<file path="config.mk">
export PLATFORM = sky130hd
export DESIGN_NAME = snowv_fsm_combine
export DESIGN_NICKNAME = d
export VERILOG_FILES = /design/src/rtl/snowv_fsm_combine.sv
export SDC_FILE = /design/constraint.sdc
export NUM_CORES = 2
export LEC_CHECK = 0
export CORE_AREA = 4 4 397 399
export CTS_CLUSTER_SIZE = 16
export DETAILED_ROUTE_END_ITERATION = 16
export DIE_AREA = 0 0 401 403
export PLACE_DENSITY = 0.59
export SETUP_SLACK_MARGIN = 0.02
export SKIP_LAST_GASP = 1
export SYNTH_ARGS = -nofsm -noshare
export SYNTH_HDL_FRONTEND = slang
export SYNTH_SLANG_ARGS = --single-unit
</file>
<file path="constraint.sdc">
create_clock -name clk -period 3.17 [get_ports clk]
set_input_delay 0.7925 -clock clk [delete_from_list [all_inputs] [get_ports clk]]
set_output_delay 0.7925 -clock clk [all_outputs]
set_load 0.1 [all_outputs]
</file>
<file path="src/rtl/snowv_fsm_combine.sv">
// snowv_fsm_combine: SNOW-V FSM combining stage.
//   sigma_in = R2 +32 (R3 ^ T2) to the sigma stage; z = (R1 +32 T1) ^ R2.
//   z feeds LFSR feedback (init_z) for INIT_STEPS steps, then a
//   FIFO_DEPTH-entry valid/ready keystream buffer (ks_data/ks_valid/ks_ready).
// Ports: clk, rst_n (async, active low), start, step_valid/step_ready,
//   r1/r2/r3/t1/t2, sigma_in(+_valid), init_z(+_valid), ks_data/ks_valid/
//   ks_ready, init_done; ks_count (words popped) when SNOWV_KS_COUNT_EN is defined.
module snowv_fsm_combine #(
  parameter int unsigned INIT_STEPS = 16,
  parameter int unsigned FIFO_DEPTH = 4
) (
  input  logic         clk,
  input  logic         rst_n,
  input  logic         start,
  input  logic         step_valid,
  output logic         step_ready,
  input  logic [127:0] r1,
  input  logic [127:0] r2,
  input  logic [127:0] r3,
  input  logic [127:0] t1,
  input  logic [127:0] t2,
  output logic [127:0] sigma_in,
  output logic         sigma_in_valid,
  output logic [127:0] init_z,
  output logic         init_z_valid,
  output logic [127:0] ks_data,
  output logic         ks_valid,
  input  logic         ks_ready,
  output logic         init_done
`ifdef SNOWV_KS_COUNT_EN
  ,
  output logic [63:0]  ks_count
`endif
);

  localparam int unsigned AW = $clog2(FIFO_DEPTH);
  localparam int unsigned CW = (INIT_STEPS > 1) ? $clog2(INIT_STEPS) : 1;

  typedef enum logic [1:0] {
    S_IDLE,
    S_INIT,
    S_KS
  } state_t;

  state_t          state_q, state_d;
  logic [CW-1:0]   cnt_q, cnt_d;
  logic [127:0]    mem [FIFO_DEPTH];
  logic [AW-1:0]   wr_ptr, rd_ptr;
  logic [AW:0]     fifo_cnt;
  logic            accept, push, pop;
  logic [127:0]    z, sig;

  function automatic logic [127:0] add32x4(input logic [127:0] a, input logic [127:0] b);
    logic [127:0] s;
    s = '0;
    for (int unsigned i = 0; i < 4; i++) begin
      s[32*i +: 32] = a[32*i +: 32] + b[32*i +: 32];
    end
    return s;
  endfunction

  assign z   = add32x4(r1, t1) ^ r2;
  assign sig = add32x4(r2, r3 ^ t2);

  always_ff @(posedge clk or negedge rst_n) begin
    if (!rst_n) begin
      state_q <= S_IDLE;
      cnt_q   <= '0;
    end else begin
      state_q <= state_d;
      cnt_q   <= cnt_d;
    end
  end

  // start overrides everything, including a step offered in the same cycle.
  always_comb begin
    state_d    = state_q;
    cnt_d      = cnt_q;
    step_ready = 1'b0;
    accept     = 1'b0;
    case (state_q)
      S_INIT: begin
        step_ready = 1'b1;
        accept     = step_valid & ~start;
        if (accept) begin
          if (cnt_q == CW'(INIT_STEPS - 1)) begin
            state_d = S_KS;
            cnt_d   = '0;
          end else begin
            cnt_d = cnt_q + CW'(1);
          end
        end
      end
      S_KS: begin
        step_ready = (fifo_cnt < (AW+1)'(FIFO_DEPTH));
        accept     = step_valid & step_ready & ~start;
      end
      default: ;
    endcase
    if (start) begin
      state_d = S_INIT;
      cnt_d   = '0;
    end
  end

  assign push      = accept & (state_q == S_KS);
  assign pop       = ks_valid & ks_ready;
  assign ks_valid  = (fifo_cnt != '0);
  assign ks_data   = mem[rd_ptr];
  assign init_done = (state_q == S_KS);

  always_ff @(posedge clk or negedge rst_n) begin
    if (!rst_n) begin
      for (int unsigned i = 0; i < FIFO_DEPTH; i++) mem[i] <= '0;
      wr_ptr   <= '0;
      rd_ptr   <= '0;
      fifo_cnt <= '0;
    end else if (start) begin
      wr_ptr   <= '0;
      rd_ptr   <= '0;
      fifo_cnt <= '0;
    end else begin
      if (push) begin
        mem[wr_ptr] <= z;
        wr_ptr      <= wr_ptr + AW'(1);
      end
      if (pop) rd_ptr <= rd_ptr + AW'(1);
      if (push && !pop)      fifo_cnt <= fifo_cnt + (AW+1)'(1);
      else if (pop && !push) fifo_cnt <= fifo_cnt - (AW+1)'(1);
    end
  end

  always_ff @(posedge clk or negedge rst_n) begin
    if (!rst_n) begin
      sigma_in       <= '0;
      sigma_in_valid <= 1'b0;
      init_z         <= '0;
      init_z_valid   <= 1'b0;
    end else begin
      sigma_in_valid <= accept;
      init_z_valid   <= accept & (state_q == S_INIT);
      if (accept) sigma_in <= sig;
      if (accept && state_q == S_INIT) init_z <= z;
    end
  end

`ifdef SNOWV_KS_COUNT_EN
  always_ff @(posedge clk or negedge rst_n) begin
    if (!rst_n)     ks_count <= '0;
    else if (start) ks_count <= '0;
    else if (pop)   ks_count <= ks_count + 64'd1;
  end
`endif

endmodule

</file>
==> flow_summary.ini <==
[grt]
grt_pass1_vias = 44071
grt_antenna_before_repair = 9
track_usage_pct = 21.7
grt_max_degree = 112
grt-ovfl-total = 0
grt_pass1_wl_mm = 270

[pwr]
p_clk_share_pct = 27.1
sw_frac_of_total_pct = 42.3
pwr-share-comb_pct = 46.1
p_sw_mw = 18.3
p_leak_nw = 33.5
seqPwrFrac_pct = 26.8
power_density_nw_per_um2 = 598
peakVddDrop_mv = 0.477
p_int_mw = 24.9

[cts]
insertion_delay_ns = 0.69
clock_path_buffers = 3
clkSinkCount = 783
cts_tree = yes
clk_pin_slew_worst_paths_ns = 0.06
root_buffer = clkbuf_16
htree_num_levels = 3
cts_buffers = 93

[placement]
port_buffers = 1033
gp_congestion = 0.937
preCtsSetupSlack_ns = -1.13
placedCellCount = 8578
dpl.hpwl_mm = 145

[hold_path]
hold_class = flip-flop to flip-flop

[sta]
setup_viol = 4
postLayoutSetupSlackWorst_ns = -0.00596
rsz0062_at_grt = true
post-route-period-util_pct = 100
slew_viol_final = 0
max_clock_freq_mhz = 315
tightest_slew_ns = 0.803
fin_skew_ns = 0.0312
worst_hold_slack_ns = 0.469
fin_crit_ns = 3.18
hold_violations = 0
max_slew_margin_pct = 46.1

[synthesis]
synth_common_cells = nand2_1 (874), o21ai_0 (793), dfrtp_1 (783), ha_1 (267), xnor2_1 (248)
yosysSeqAreaShare_pct = 42.9
synth-main-ff-cell = dfrtp_1
synth_edf_count = 0
yosysWarningCount = 0
synth_area_per_cell_um2 = 9.59
synth.distinct_cells = 92
yosysTopAreaCellShare_pct = 42.9
synthCells = 4766
synth_area_leader_cell = dfrtp_1
ys_ff_latch = 783
post-synth-top-count-cell = nand2_1
syn_area_um2 = 45700
syn_nets = 5687
synth.area.top_cells = dfrtp_1 (43%), o21ai_0 (8.7%), ha_1 (7.3%), nand2_1 (7.2%), mux4_2 (6.3%)
synthArstFlopShare_pct = 100

[critical_path]
start_kind = flip-flop
crit_required_ns = 2.38
path_max_fanout = 7
crit_type = flip-flop to primary output
cp-end-kind = primary output
arrival_ns = 2.38

[die]
die-area_um2 = 162000
num_rows = 144
core_um2 = 154000
die_y_um = 403
die_w_um = 401
start_util_pct = 29.7
pin_count = 1034

[final_layout]
layout-drive-gt1-share_pct = 29.9
area_growth_pct = 57.9
fin_nets = 7622
nFillCells = 14628
final_cells = 8825

[drt]
wl_per_cell_um = 20.6
ant_nets = 0
drc = 0
via_per_inst = 4.85
dr.pass1.iters = 5
drt_iter0_markers = 2215
vias = 42760
wl_mm = 182

[flow_run]
drv_cap = 0

[status]
failed_checks = negative setup slack
status = complete, but fails checks
## power by group through the flow
| stage | registers, mW | logic, mW | clock network (mW) |
|---|---|---|---|
| CTS | 11.6 | 19.6 | 12.0 |
| global placement | 11.7 | 18.8 | 0 |
| global route | 11.7 | 21.0 | 12.4 |
| detailed placement | 11.7 | 18.9 | 0 |
| finish | 11.6 | 19.9 | 11.7 |
| floorplan | 17.9 | 5.36 | 0 |
## cell usage in the layout (no fill, tap or decap), types with 12 or more instances in the layout
master and n:
o21ai_0 742, xor2_2 17, xor2_1 223, dlymetal6s2s_1 53, clkbuf_16 97, ha_1 242
o21bai_1 25, clkdlybuf4s50_1 554, nand2b_1 21, nand2_1 864, o21ai_1 41, inv_1 74
nand4_1 35, ha_4 13, o31ai_1 17, bufinv_16 13, nor2b_1 24, xnor2_1 236
clkbuf_1 15, nor3_1 25, nor2_1 137, clkbuf_8 20, buf_12 180, buf_6 17
a21oi_1 204, a21oi_2 23, mux2_2 17, a21o_1 155, o21a_1 21, buf_4 1229
nand3_1 60, and3_1 25, dlygate4sd2_1 25, and2_1 23, ha_2 12, mux4_2 128
a31oi_1 27, o21ai_2 28, dfrtp_1 781
## area by class of cell
| class | count | area (um2) | share of cell area, % |
|---|---|---|---|
| Clock buffer | 131 | 2730 | 3.79 |
| Clock inverter | 40 | 644 | 0.893 |
| Tap cell | 2044 | 2560 | 3.54 |
| Antenna cell | 4 | 10.0 | 0.0139 |
| Timing Repair Buffer | 2083 | 19900 | 27.5 |
| Sequential cell | 783 | 19600 | 27.2 |
| Inverter | 86 | 324 | 0.449 |
| Multi-Input combinational cell | 3654 | 26400 | 36.6 |
## per-layer routing
layer / global-route usage, % / vias to the layer above / wire, um
li1: - / 20679 / -
met1: 26.9 / 20740 / 75900
met2: 38.1 / 1125 / 90600
met3: 5.01 / 210 / 10900
met4: 5.44 / 6 / 4670
met5: 0 / - / 32
## path summary, 6_finish.rpt
check                      cells after the start             to    startpoint  slack [ns]
min in group asynchronous                      2  sigma_in[114]         rst_n        0.61
hold / removal                                 2   sigma_in[76]  sigma_in[76]        0.47
hold reg to reg                                2   sigma_in[76]  sigma_in[76]        0.47
setup reg to reg                              10       mem[158]    state_q[1]        0.71
setup / recovery                               4     ks_data[1]     rd_ptr[0]      -0.006
max in group asynchronous                      3   sigma_in[84]         rst_n        1.50
## timing repair
action                                  CTS  global route
pin swaps                                99           200
buffers inserted                         38            33
endpoints found under the setup margin  293           417
endpoints found under the hold margin     9             0
hold buffers                              1             0
resized for setup                       165           244
gates cloned                              5             1
## critical path: stages (launching register included)
cell and delay (ns):
dfrtp_4 0.49, buf_16 0.17, buf_12 0.15, mux4_2 0.65, buf_12 0.23
## cells by family (layout without fill, tap and decap cells)
group           count (synthesis)  after routing  synth area share, %
compound gates               1437           1437                 18.2
simple gates                 1291           1291                 12.0
flops                         783            783                 42.9
xor+xnor                      489            489                 9.39
buf+inv                       329           2340                 2.72
fa+ha+maj                     276            276                 7.71
mux                           161            161                 7.10
other cells                     0              4                    0
## sequential cells by signal (all words and copies together), names as in the netlist
signal,count
mem,512
fifo_cnt,3
init_z,128
sigma_in,128
rd_ptr,2
init_z_valid,1
cnt_q,4
sigma_in_valid,1
state_q,2
wr_ptr,2
## metrics by stage
step,TNS (ns),util [%],area [um2],power [mW]
2_1_floorplan,-0.781,-,45900,23.3
3_3_place_gp,-313.81,43.3,66600,30.5
3_5_place_dp,-331.52,43.3,66600,30.6
4_1_cts,-4.91,46.1,70900,43.2
5_1_grt,-5.44,46.9,72100,45.1
6_report,-0.0130,46.9,72100,43.2
No activity file was read; power rests on OpenSTA's default activity.
